**src/rtl/fetch_pkg.sv**
```systemverilog
// Shared types for the prefetching IF stage: queue entry, drain state, default NOP word.
package fetch_pkg;

  localparam int unsigned FETCH_XLEN = 32;
  localparam logic [FETCH_XLEN-1:0] INSTR_NOP = 32'h0000_0013;

  typedef struct packed {
    logic [FETCH_XLEN-1:0] pc;
    logic [FETCH_XLEN-1:0] instr;
  } fetch_entry_t;

  typedef enum logic [0:0] {
    RUN   = 1'b0,
    DRAIN = 1'b1
  } fetch_state_e;

endpackage

```
**src/rtl/fetch_queue.sv**
```systemverilog
// Synchronous FIFO with flush, used for both the prefetch queue and the issued-PC tag FIFO.
module fetch_queue #(
  parameter int unsigned DEPTH = 4,
  parameter type entry_t = logic [31:0]
) (
  input  logic                       clk,
  input  logic                       srst,
  input  logic                       flush_i,
  input  logic                       push_i,
  input  entry_t                     data_i,
  input  logic                       pop_i,
  output entry_t                     data_o,
  output logic                       full_o,
  output logic                       empty_o,
  output logic [$clog2(DEPTH+1)-1:0] count_o
);

  localparam int unsigned PTR_W = (DEPTH > 1) ? $clog2(DEPTH) : 1;
  localparam int unsigned CNT_W = $clog2(DEPTH+1);

  entry_t             mem_q [DEPTH];
  logic [PTR_W-1:0]   rd_ptr_q, wr_ptr_q;
  logic [CNT_W-1:0]   cnt_q;
  logic               do_push, do_pop;

  function automatic logic [PTR_W-1:0] next_ptr(input logic [PTR_W-1:0] p);
    return (p == PTR_W'(DEPTH-1)) ? '0 : p + 1'b1;
  endfunction

  // A pop on a full queue frees the slot the same-cycle push lands in.
  assign do_pop  = pop_i && !empty_o;
  assign do_push = push_i && (!full_o || do_pop);

  always_ff @(posedge clk) begin
    if (srst || flush_i) begin
      rd_ptr_q <= '0;
      wr_ptr_q <= '0;
      cnt_q    <= '0;
    end else begin
      if (do_push) wr_ptr_q <= next_ptr(wr_ptr_q);
      if (do_pop)  rd_ptr_q <= next_ptr(rd_ptr_q);
      cnt_q <= cnt_q + CNT_W'(do_push) - CNT_W'(do_pop);
    end
  end

  always_ff @(posedge clk) begin
    if (do_push && !flush_i) mem_q[wr_ptr_q] <= data_i;
  end

  assign data_o  = mem_q[rd_ptr_q];
  assign full_o  = (cnt_q == CNT_W'(DEPTH));
  assign empty_o = (cnt_q == '0);
  assign count_o = cnt_q;

endmodule

```
**src/rtl/fetch_prefetch_unit.sv**
```systemverilog
// Prefetching IF stage: pipelined imem requests, PC tag FIFO, prefetch queue, redirect drain.
// Optional FETCH_PERF_EN adds saturating stall/flush/drop counters.
module fetch_prefetch_unit
  import fetch_pkg::*;
#(
  parameter int unsigned     XLEN      = FETCH_XLEN,
  parameter int unsigned     DEPTH     = 4,
  parameter int unsigned     MAX_OUTST = 2,
  parameter logic [XLEN-1:0] RESET_PC  = '0
) (
  input  logic            clk,
  input  logic            srst,
  output logic            imem_req_valid,
  input  logic            imem_req_ready,
  output logic [XLEN-1:0] imem_req_addr,
  input  logic            imem_rsp_valid,
  input  logic [XLEN-1:0] imem_rsp_data,
  input  logic            pcsrc_e,
  input  logic [XLEN-1:0] pc_target_e,
  output logic            valid_f,
  input  logic            ready_d,
  output logic [XLEN-1:0] instr_f,
  output logic [XLEN-1:0] pc_f,
  output logic [XLEN-1:0] pc_plus4_f
`ifdef FETCH_PERF_EN
  ,
  output logic [31:0]     perf_stall_cnt,
  output logic [31:0]     perf_flush_cnt,
  output logic [31:0]     perf_drop_cnt
`endif
);

  localparam int unsigned OUT_W  = $clog2(MAX_OUTST+1);
  localparam int unsigned QCNT_W = $clog2(DEPTH+1);

  logic [XLEN-1:0]   fetch_pc_q, fetch_pc_d;
  logic [OUT_W-1:0]  outst_q, outst_d;
  logic [OUT_W-1:0]  drop_q, drop_d;
  fetch_state_e      state_q, state_d;

  logic              fire, discard, rsp_keep, q_push, q_pop;
  logic              q_full, q_empty, tag_full, tag_empty;
  logic [QCNT_W-1:0] q_count;
  logic [OUT_W-1:0]  tag_count;
  fetch_entry_t      q_in, q_head;
  logic [XLEN-1:0]   tag_head;
  logic              unused_status;

  // Credit rule: queued plus in-flight words never exceed the queue depth.
  assign imem_req_valid = !srst && !pcsrc_e && (outst_q < OUT_W'(MAX_OUTST))
                          && ((32'(q_count) + 32'(outst_q)) < DEPTH);
  assign imem_req_addr  = fetch_pc_q;
  assign fire           = imem_req_valid && imem_req_ready;

  assign discard  = (state_q == DRAIN);
  assign rsp_keep = imem_rsp_valid && !discard && !tag_empty;
  assign q_push   = rsp_keep && !pcsrc_e;
  assign q_pop    = valid_f && ready_d;
  assign q_in     = '{pc: FETCH_XLEN'(tag_head), instr: FETCH_XLEN'(imem_rsp_data)};

  fetch_queue #(.DEPTH(MAX_OUTST), .entry_t(logic [XLEN-1:0])) u_tag_fifo (
    .clk     (clk),
    .srst    (srst),
    .flush_i (pcsrc_e),
    .push_i  (fire),
    .data_i  (fetch_pc_q),
    .pop_i   (rsp_keep),
    .data_o  (tag_head),
    .full_o  (tag_full),
    .empty_o (tag_empty),
    .count_o (tag_count)
  );

  fetch_queue #(.DEPTH(DEPTH), .entry_t(fetch_entry_t)) u_prefetch_q (
    .clk     (clk),
    .srst    (srst),
    .flush_i (pcsrc_e),
    .push_i  (q_push),
    .data_i  (q_in),
    .pop_i   (q_pop),
    .data_o  (q_head),
    .full_o  (q_full),
    .empty_o (q_empty),
    .count_o (q_count)
  );

  assign unused_status = ^{tag_full, tag_count, q_full};

  assign valid_f    = !srst && !pcsrc_e && !q_empty;
  assign pc_f       = srst ? '0 : XLEN'(q_head.pc);
  assign instr_f    = srst ? '0 : (q_empty ? XLEN'(INSTR_NOP) : XLEN'(q_head.instr));
  assign pc_plus4_f = pc_f + XLEN'(4);

  // Every response still owed after a redirect belongs to the old path and is dropped.
  always_comb begin
    fetch_pc_d = fetch_pc_q;
    outst_d    = outst_q;
    drop_d     = drop_q;
    state_d    = state_q;
    if (pcsrc_e) begin
      fetch_pc_d = {pc_target_e[XLEN-1:2], 2'b00};
      outst_d    = outst_q - OUT_W'(imem_rsp_valid);
      drop_d     = outst_d;
    end else begin
      if (fire) fetch_pc_d = fetch_pc_q + XLEN'(4);
      outst_d = outst_q + OUT_W'(fire) - OUT_W'(imem_rsp_valid);
      if (imem_rsp_valid && discard) drop_d = drop_q - 1'b1;
    end
    state_d = (drop_d != '0) ? DRAIN : RUN;
  end

  always_ff @(posedge clk) begin
    if (srst) begin
      fetch_pc_q <= RESET_PC;
      outst_q    <= '0;
      drop_q     <= '0;
      state_q    <= RUN;
    end else begin
      fetch_pc_q <= fetch_pc_d;
      outst_q    <= outst_d;
      drop_q     <= drop_d;
      state_q    <= state_d;
    end
  end

`ifdef FETCH_PERF_EN
  logic [31:0] stall_cnt_q, flush_cnt_q, drop_cnt_q;

  always_ff @(posedge clk) begin
    if (srst) begin
      stall_cnt_q <= '0;
      flush_cnt_q <= '0;
      drop_cnt_q  <= '0;
    end else begin
      if (valid_f && !ready_d && (stall_cnt_q != '1)) stall_cnt_q <= stall_cnt_q + 32'd1;
      if (pcsrc_e && (flush_cnt_q != '1))             flush_cnt_q <= flush_cnt_q + 32'd1;
      if (imem_rsp_valid && discard && (drop_cnt_q != '1)) drop_cnt_q <= drop_cnt_q + 32'd1;
    end
  end

  assign perf_stall_cnt = stall_cnt_q;
  assign perf_flush_cnt = flush_cnt_q;
  assign perf_drop_cnt  = drop_cnt_q;
`endif

endmodule

```
**config.mk**
```make
export PLATFORM = sky130hd
export DESIGN_NAME = fetch_prefetch_unit
export DESIGN_NICKNAME = d
export VERILOG_FILES = /design/src/rtl/fetch_pkg.sv /design/src/rtl/fetch_queue.sv /design/src/rtl/fetch_prefetch_unit.sv
export SDC_FILE = /design/constraint.sdc
export NUM_CORES = 1
export LEC_CHECK = 0
export BUFFER_PORTS_ARGS = -buffer_cell sky130_fd_sc_hd__clkbuf_2
export CAP_MARGIN = 20
export CORE_ASPECT_RATIO = 1.2
export CORE_MARGIN = 2
export CORE_UTILIZATION = 50
export CTS_CLUSTER_DIAMETER = 120
export DETAILED_ROUTE_END_ITERATION = 12
export PLACE_DENSITY_LB_ADDON = 0.15
export RECOVER_POWER = 25
export SYNTH_ARGS = -nofsm -noshare
export SYNTH_HDL_FRONTEND = slang
export SYNTH_SLANG_ARGS = --single-unit
```
**constraint.sdc**
```tcl
create_clock -name clk -period 4.25 [get_ports clk]
set_input_delay 0.85 -clock clk [delete_from_list [all_inputs] [get_ports clk]]
set_output_delay 0.85 -clock clk [all_outputs]
set_load 0.05 [all_outputs]
```
==> impl_metrics.json, run 1 <==
{
  "clk_latency_ns": 0.51,
  "finalCriticalPeriod_ns": 4.090,
  "area_delta_synth_final_pct": 21.93,
  "synthFlopType": "edfxtp_1",
  "syn_inst": 949,
  "portBuffers": 191,
  "dpl_worst_slack_ns": 0.02849,
  "final_max_slew_viol_count": 31,
  "crit_arrival_ns": 3.24,
  "outcome": "complete, but fails checks",
  "worstPathCellList": "clkbuf_2 > nand2b_1 > buf_4 > o22ai_2 > or4b_4 > nor4_4 > buf_4 > nand4_1 > xnor2_4 > buf_12",
  "drv_cap": 1,
  "dp.cells": 1516,
  "drt_first_pass_iters": 5,
  "grt-ovfl-total": 0,
  "cts-root-buf": "clkbuf_16",
  "failed_checks": "max-capacitance violations, max-slew violations",
  "fillers": 2270,
  "power_density_mw_per_mm2": 394.5,
  "slew_headroom_pct": -10.16,
  "vdd_ir_drop_max_mv": 0.3216,
  "seq_area_sq_mm": 0.01024,
  "fin_setup_tns_ns": 0,
  "route.vias.total": 8597,
  "cts_tree": "built",
  "min_path_cells": 2,
  "core_sq_mm": 0.02953,
  "grt_pass1_vias": 8587,
  "fmax_mhz": 244.5,
  "seq_area_frac_synth_pct": 68.25,
  "cp-end-kind": "primary output",
  "period_share_pct": 96.22,
  "layout.cells.non_filler": 1585,
  "cts.sinks": 357,
  "place_area_sq_mm": 0.01720,
  "multi_input_area_sq_mm": 0.004716,
  "viasPerCell": 5.424,
  "tightest_slew_ns": 1.652,
  "drt_iter0_markers": 532,
  "fin_area_sq_mm": 0.01828,
  "cp_num_buf_inv": 4,
  "finalClockSkew_ns": 0.01947,
  "cp_max_fo": 9,
  "post-route-drc-count": 0,
  "nNetsFinal": 1254,
  "final_common_cell": "edfxtp_1",
  "gp_congestion": 0.8013,
  "cts_buffer_depth": 3,
  "io_pins": 200,
  "crit_type": "in2out",
  "most-common-layout-cells": "edfxtp_1, clkbuf_2, nand2_1, nor2_1, mux4_2",
  "grt_usage_pct": 19.09,
  "r2r.worst_path.cells": 11,
  "fin_ws_ns": 0.1605,
  "hold_viol_final": 0,
  "antenna_found_initial": 0,
  "drive_gt1_share_pct": 31.88,
  "dp_hpwl_microns": 19460,
  "synth_edf_count": 308,
  "grt_setup_unrepaired": "no",
  "cp.depth": 10,
  "routed-wl-met2_microns": 15320,
  "synth_top_cell_by_area": "edfxtp_1",
  "grt_max_degree": 63,
  "power.leakage_nw": 6.339,
  "whs_ns": 0.4720,
  "htree_num_levels": 2,
  "synthTopCellsByArea": "edfxtp_1, mux4_2, dfxtp_1",
  "worst_setup_path_start_kind": "input port",
  "final_antenna_net_count": 0,
  "slowest_stage": "or4b_4",
  "critPathTopFamily": "simple AND/OR/NAND/NOR gates",
  "wl_microns": 30010,
  "clk_pin_slew_ns": 0.06,
  "fp.dieH_microns": 193.7,
  "antenna_cells": 0,
  "fin_util_pct": 61.90,
  "rows": 69,
  "yosys.area.top_type_share_pct": 61.70,
  "cpPeakStageDelay_ns": 0.54,
  "crit_top_cell": "buf_4",
  "met1Wirelength_microns": 12770,
  "dieArea_sq_mm": 0.03139,
  "async_reset_ff_share_pct": 0,
  "dieWidth_microns": 162.1,
  "synthDistinctLibCells": 70,
  "initial_core_util_pct": 50.77,
  "synth_area_sq_mm": 0.01499,
  "cts_buffers": 36,
  "grt_pass1_wl_microns": 46970,
  "synth_warnings": 0,
  "dr_wl_met3_microns": 1449,
  "wl_per_cell_microns": 18.94,
  "hold_class": "reg2reg",
  "power_mw": 7.209,
  "worstPathRequired_ns": 3.40,
  "synth_seq_cells": 357,
  "setup_violations": 0,
  "avgSynthCellArea_sq_um": 15.79,
  "top_layer": "met4"
}
## final timing paths
kind	from	endpoint	slack, ns
setup / recovery	srst	pc_plus4_f[31]	0.16
hold reg to reg	u_prefetch_q.rd_ptr_q[1]	register	0.47
setup reg to reg	u_prefetch_q.count_o[1]	u_prefetch_q.count_o[2]	1.49
hold / removal	u_prefetch_q.rd_ptr_q[1]	register	0.47
## sequential cells by signal (all words and copies together), names as in the netlist, named ones only
register	flops
u_prefetch_q.count_o	3
u_tag_fifo.count_o	2
drop_q	2
discard	1
u_prefetch_q.rd_ptr_q	2
u_tag_fifo.wr_ptr_q	1
u_prefetch_q.wr_ptr_q	2
outst_q	2
u_tag_fifo.rd_ptr_q	1
u_tag_fifo.mem_q	60
u_prefetch_q.mem_q	248
imem_req_addr	30
## area by class of cell
cell class              instances  area share, %
clock buffers                  47          5.271
clock inverters                18         0.6435
inverters                      24         0.4929
multi-input cells             523          25.80
flip-flops and latches        357          56.01
well taps                     390          2.670
repair buffers                226          9.105
## synth_stat cells (2+ instances only)
cell	n
edfxtp_1	308
a221oi_1	3
xnor2_1	27
o22ai_2	4
nor3_1	10
or2_1	2
and4_1	8
o22ai_1	3
nor2_1	57
mux4_1	3
or2_2	4
a211oi_1	3
o21ai_0	18
inv_1	22
buf_6	3
clkbuf_1	25
a2bb2oi_1	3
buf_1	5
and2_1	5
nor4_4	2
ha_1	15
mux2i_1	23
nand2b_1	5
a22oi_1	2
buf_2	7
nand2_1	60
mux2_2	33
mux4_2	50
dfxtp_1	49
xor2_1	14
a31oi_1	15
nor2b_1	46
a32oi_1	2
nand3_1	19
nor3b_1	2
nand4_1	12
a41oi_1	2
and3_1	9
buf_4	8
a21oi_1	26
or3_1	6
## power by group
| group | total (mW) | switching (mW) | internal [mW] |
|---|---|---|---|
| clock network | 2.89 | 1.23 | 1.67 |
| logic | 0.436 | 0.295 | 0.141 |
| registers | 3.88 | 0.0433 | 3.84 |
| total | 7.21 | 1.56 | 5.65 |
## per-layer routing
metal / up-vias / track usage, %
li1: 4058 / -
met1: 4232 / 25.71
met2: 269 / 32.94
met3: 38 / 2.738
met4: 0 / 4.687
met5: - / 0
## kinds of logic after synthesis
kind of cell,Yosys count,share of synthesized area [%]
flip-flops,357,68.25
AND/OR/NAND/NOR,258,9.232
multiplexers,109,12.05
AO/OA/AOI/OAI,93,4.215
buffers and inverters,74,2.446
XOR/XNOR,41,2.396
adder cells (fa/ha/maj),16,1.386
other,1,0.02502
## worst reg2reg max path: cells and delay by family (launching register included)
family	cells	cell delay, ns
compound gates	1	0.62
buf+inv	2	0.22
simple gates	4	0.43
flops	1	0.46
fa+ha+maj	2	0.62
xor+xnor	2	0.30
## repair_timing
action / 4_1_cts / 5_1_grt
hold buffers: 0 / 0
pin swaps: 1 / 0
gates resized for setup: 0 / 1
buffers inserted: 4 / 0
setup endpoints to repair: 5 / 13
Note: power is estimated with default switching activity, not from simulation.
==> inputs of run 2 (changes only) <==
--- a/config.mk
+++ b/config.mk
@@ -12,7 +12,7 @@
 export CORE_UTILIZATION = 50
 export CTS_CLUSTER_DIAMETER = 120
 export DETAILED_ROUTE_END_ITERATION = 12
-export PLACE_DENSITY_LB_ADDON = 0.15
+export PLACE_DENSITY = 0.71
 export RECOVER_POWER = 25
 export SYNTH_ARGS = -nofsm -noshare
 export SYNTH_HDL_FRONTEND = slang
==> run 2 against run 1 <==
Against the previous run:
- critical endpoint is now pc_plus4_f[28]
- clock power rose by 7%
- clock skew rose by 0.00075 ns
- non-clock buffer count rose by 9
- critical path depth fell by 2
- sequential share of layout area fell by 0.55 points
- fmax rose by 0.68%
- the flow still finishes with violations (max-capacitance violations, max-slew violations)
- power rose by 2.8%
- global-route usage rose by 0.26 points
- sequential power barely moved
- routed wire length rose by 1.7%
==> impl_metrics.json, run 2 (synthesis results as in run 1) <==
{
  "portBuffers": 191,
  "grt_pass1_wl_microns": 47530,
  "wl_per_cell_microns": 19.20,
  "met3_usage_pct": 3.144,
  "worstPathRequired_ns": 3.40,
  "seq_area_sq_mm": 0.01023,
  "power_density_mw_per_mm2": 401.8,
  "slew_headroom_pct": -8.755,
  "fin_setup_tns_ns": 0,
  "dieArea_sq_mm": 0.03139,
  "regMostFlops": "u_prefetch_q.mem_q",
  "multi_input_area_sq_mm": 0.004727,
  "cts_buffers": 35,
  "clk_pin_slew_ns": 0.06,
  "worst_setup_path_start_kind": "register",
  "wl_microns": 30520,
  "slowest_stage": "mux4_2",
  "layout.cells.non_filler": 1590,
  "power.leakage_nw": 6.418,
  "outcome": "complete, but fails checks",
  "worstPathCellList": "buf_4 > mux4_2 > or2_2 > nor4_4 > buf_4 > nand3_1 > xnor2_4 > buf_12",
  "antenna_cells": 0,
  "crit_arrival_ns": 3.21,
  "failed_checks": "max-capacitance violations, max-slew violations",
  "met2_usage_pct": 33.36,
  "core_sq_mm": 0.02953,
  "hold_viol_final": 0,
  "drt_iter0_markers": 529,
  "whs_ns": 0.4752,
  "grt_usage_pct": 19.35,
  "cts-root-buf": "clkbuf_16",
  "dieWidth_microns": 162.1,
  "antenna_found_initial": 0,
  "finalCriticalPeriod_ns": 4.062,
  "crit_top_cell": "buf_4",
  "initial_core_util_pct": 50.77,
  "cp-end-kind": "primary output",
  "tightest_slew_ns": 1.631,
  "crit_type": "reg2out",
  "finalClockSkew_ns": 0.02022,
  "post-route-drc-count": 0,
  "nNetsFinal": 1262,
  "fillers": 2218,
  "most-common-layout-cells": "edfxtp_1, clkbuf_2, nand2_1, nor2_1, mux4_2",
  "drv_cap": 1,
  "r2r.worst_path.cells": 11,
  "dpl_worst_slack_ns": 0.2507,
  "busiest_layer": "met2",
  "dp_hpwl_microns": 20800,
  "fmax_mhz": 246.2,
  "clk_latency_ns": 0.52,
  "final_antenna_net_count": 0,
  "gp_congestion": 0.8270,
  "vdd_ir_drop_max_mv": 0.3247,
  "cts_buffer_depth": 3,
  "cts.sinks": 357,
  "critPathTopFamily": "simple AND/OR/NAND/NOR gates",
  "grt-ovfl-total": 0,
  "fp.dieH_microns": 193.7,
  "met1_usage_pct": 25.57,
  "largest_reg_flops": 248,
  "grt_max_degree": 39,
  "dp.cells": 1528,
  "setup_violations": 0,
  "reg2reg_to": "u_prefetch_q.count_o[2]",
  "grt_setup_unrepaired": "no",
  "io_pins": 200,
  "route.vias.total": 8705,
  "area_delta_synth_final_pct": 23.10,
  "hold_class": "reg2reg",
  "period_share_pct": 95.57,
  "min_path_cells": 2,
  "cp_num_buf_inv": 3,
  "htree_num_levels": 2,
  "hold_buffers": 0,
  "rows": 69,
  "drive_gt1_share_pct": 32.42,
  "r2r-start": "u_prefetch_q.count_o[1]",
  "final_common_cell": "edfxtp_1",
  "drt_first_pass_iters": 7,
  "cp_max_fo": 20,
  "min_from": "u_prefetch_q.rd_ptr_q[1]",
  "grt_pass1_vias": 8694,
  "fin_ws_ns": 0.1883,
  "cts_tree": "built",
  "viasPerCell": 5.475,
  "final_max_slew_viol_count": 31,
  "r2r_slack_ns": 1.40,
  "cpPeakStageDelay_ns": 0.55
}
run 2: worst max-delay path by stage:
stage          slack [ns]  depth (start not counted)              to
2_1_floorplan       -0.07                         10  pc_plus4_f[28]
3_3_place_gp         0.26                          9  pc_plus4_f[31]
6_report             0.19                          8  pc_plus4_f[28]
3_5_place_dp         0.25                          9  pc_plus4_f[31]
5_1_grt              0.01                          8  pc_plus4_f[28]
4_1_cts              0.04                          9  pc_plus4_f[12]
run 2: repair_timing:
action / in CTS / in global routing
setup endpoints to repair: 0 / 11
resized for setup: 0 / 2
setup buffers: 0 / 1
endpoints found under the hold margin: 0 / 0
run 2: tightest hold or removal path: stages (launching register included):
cell and delay [ns]:
dfxtp_1 0.31, nand2_1 0.05, a21oi_1 0.07
run 2: final cells by class:
cell class                 instances  area share, %
sequential                       357          55.47
multi-input combinational        523          25.62
timing repair buffer             235          9.548
clock buffer                      47          5.316
tap                              390          2.645
clock inverter                    14         0.9154
inverter                          24         0.4882
run 2: metrics by stage:
stage,utilization [%],power (mW),cell area (sq um)
floorplan,-,4.239,15310
global placement,58.66,4.390,17320
detailed placement,58.66,4.401,17320
CTS,62.56,7.483,18470
global route,62.49,7.646,18450
finish,62.49,7.413,18450
run 2: layer usage:
metal  share of wire, %  vias up  wire length, microns
met5                  0        -                     0
met4                1.7        0                   510
met3                4.7       42                  1443
met2                 52      262                 15850
met1                 42     4328                 12720
li1                   -     4073                     -
run 2: power breakdown:
group / switching, mW / leakage (nW) / total (mW) / internal, mW
registers: 0.0434 / 3.17 / 3.88 / 3.84
clock network: 1.23 / 0.557 / 3.09 / 1.86
logic: 0.297 / 2.69 / 0.440 / 0.143
==> inputs of run 3 (changes only) <==
--- a/config.mk
+++ b/config.mk
@@ -12,7 +12,7 @@
 export CORE_UTILIZATION = 50
 export CTS_CLUSTER_DIAMETER = 120
 export DETAILED_ROUTE_END_ITERATION = 12
-export PLACE_DENSITY = 0.71
+export PLACE_DENSITY_LB_ADDON = 0.1
 export RECOVER_POWER = 25
 export SYNTH_ARGS = -nofsm -noshare
 export SYNTH_HDL_FRONTEND = slang
==> run 3 against run 2 <==
Against the previous run:
- highest routed layer unchanged
- largest cell class unchanged
- routed wire length is 2.2% lower
- via count is 1.8% lower
- largest power group unchanged
- first-iteration DRC count is 9.1% lower
- the run still ends with max-capacitance violations, max-slew violations left
==> impl_metrics.json, run 3 (synthesis results as in run 1) <==
{
  "grt_setup_unrepaired": "no",
  "failed_checks": "max-capacitance violations, max-slew violations",
  "finalClockSkew_ns": 0.02271,
  "drive_gt1_share_pct": 32.24,
  "dieWidth_microns": 162.1,
  "core_sq_mm": 0.02953,
  "whs_ns": 0.4904,
  "seq_area_sq_mm": 0.01023,
  "cts-root-buf": "clkbuf_16",
  "nNetsFinal": 1254,
  "fp.dieH_microns": 193.7,
  "hold_viol_final": 0,
  "p_sw_share_pct": 20.78,
  "cts_buffers": 36,
  "finalCriticalPeriod_ns": 4.061,
  "drt_iter0_markers": 481,
  "worst_setup_path_start_kind": "register",
  "setup_violations": 0,
  "worstPathCellList": "mux4_2 > or4b_4 > nor4_4 > nand4_1 > xnor2_4 > buf_12",
  "fillers": 2244,
  "critPathTopFamily": "simple AND/OR/NAND/NOR gates",
  "final_max_slew_viol_count": 31,
  "cts_buffer_depth": 3,
  "portBuffers": 191,
  "route.vias.total": 8551,
  "cp_num_buf_inv": 1,
  "area_delta_synth_final_pct": 23.36,
  "wl_microns": 29850,
  "p_switching_mw": 1.591,
  "cpPeakStageDelay_ns": 0.57,
  "seqPwrFrac_pct": 50.7,
  "crit_arrival_ns": 3.21,
  "most-common-layout-cells": "edfxtp_1, clkbuf_2, nand2_1, nor2_1, mux4_2",
  "tightest_slew_ns": 1.681,
  "grt-ovfl-total": 0,
  "outcome": "complete, but fails checks",
  "grt_pass1_vias": 8627,
  "p_comb_share_pct": 5.7,
  "power_density_mw_per_mm2": 414.1,
  "gp_congestion": 0.7971,
  "fmax_mhz": 246.2,
  "vdd_ir_drop_max_mv": 0.2592,
  "drt_first_pass_iters": 5,
  "dieArea_sq_mm": 0.03139,
  "hold_class": "reg2reg",
  "antenna_cells": 0,
  "crit_type": "reg2out",
  "slew_headroom_pct": -12.08,
  "regMostFlops": "u_prefetch_q.mem_q",
  "wl_per_cell_microns": 18.84,
  "htree_num_levels": 2,
  "cts.sinks": 357,
  "power.internal_mw": 6.067,
  "clk_latency_ns": 0.52,
  "grt_pass1_wl_microns": 46840,
  "viasPerCell": 5.398,
  "drv_cap": 1,
  "power_mw": 7.658,
  "io_pins": 200,
  "multi_input_area_sq_mm": 0.004722,
  "final_common_cell": "edfxtp_1",
  "grt_usage_pct": 19.00,
  "period_share_pct": 95.56,
  "antenna_found_initial": 0,
  "worstPathRequired_ns": 3.40,
  "slowest_stage": "mux4_2",
  "cp-end-kind": "primary output",
  "cts_tree": "built",
  "rows": 69,
  "final_antenna_net_count": 0,
  "power.leakage_nw": 6.430,
  "clk_pin_slew_ns": 0.06,
  "cp_max_fo": 11,
  "dp.cells": 1519,
  "post-route-drc-count": 0,
  "dp_hpwl_microns": 19500,
  "grt_max_degree": 63,
  "layout.cells.non_filler": 1584,
  "clockPowerShare_pct": 43.6,
  "initial_core_util_pct": 50.77,
  "largest_reg_flops": 248
}
-- run 3: cell count changes in the layout (fill, tap and decap cells not counted), sizes merged --
cell,previous run,this run
bufinv,4,7
buf,71,62
clkbuf,211,210
clkinv,9,12
clkinvlp,2,0
-- run 3: tightest hold or removal path, stage by stage (launching register included) --
cell     delay [ns]
dfxtp_1        0.31
nand2_1        0.05
a21oi_1        0.07
-- run 3: metrics by stage --
stage	setup TNS [ns]	util [%]	setup WS, ns	instance area [sq um]
after floorplan	-0.1875	-	-0.06808	15310
after global placement	0	58.33	0.2277	17220
after detailed placement	0	58.33	0.1940	17220
after CTS	0	62.76	0.09757	18530
after global routing	0	62.63	0.03906	18490
final	0	62.63	0.1889	18490
-- run 3: cell type report --
class | count | share of cell area [%]
Clock inverter | 18 | 1.556
Sequential cell | 357 | 55.35
Tap cell | 390 | 2.639
Timing Repair Buffer | 226 | 9.074
Inverter | 24 | 0.4872
Clock buffer | 46 | 5.359
Multi-Input combinational cell | 523 | 25.54
-- run 3: power groups by stage --
stage / combinational, mW / clock (mW) / sequential [mW]
detailed placement: 0.443 / 0 / 3.96
CTS: 0.445 / 3.41 / 3.88
finish: 0.437 / 3.34 / 3.88
floorplan: 0.236 / 0 / 4.00
global route: 0.467 / 3.55 / 3.89
global placement: 0.438 / 0 / 3.96
-- run 3: routing by layer --
metal	track usage [%]	up-vias	share of wire (%)
met5	0	-	0
met1	25.15	4229	42
li1	-	4052	-
met4	5.211	0	1.7
met2	32.45	236	50
met3	3.422	34	5.5
-- run 3: timing repair --
item | CTS | global route
setup endpoints to repair | 4 | 1
gates resized for setup | 0 | 1
hold buffers | 0 | 0
buffers inserted | 1 | 0
pin swaps | 0 | 0
-- run 3: path summary, 6_finish.rpt --
check	start	end	slack (ns)	cells after the start
setup / recovery	register	pc_plus4_f[31]	0.19	6
hold / removal	u_prefetch_q.rd_ptr_q[1]	register	0.49	2
setup reg to reg	u_prefetch_q.count_o[2]	u_prefetch_q.count_o[2]	1.51	12
hold reg to reg	u_prefetch_q.rd_ptr_q[1]	register	0.49	2
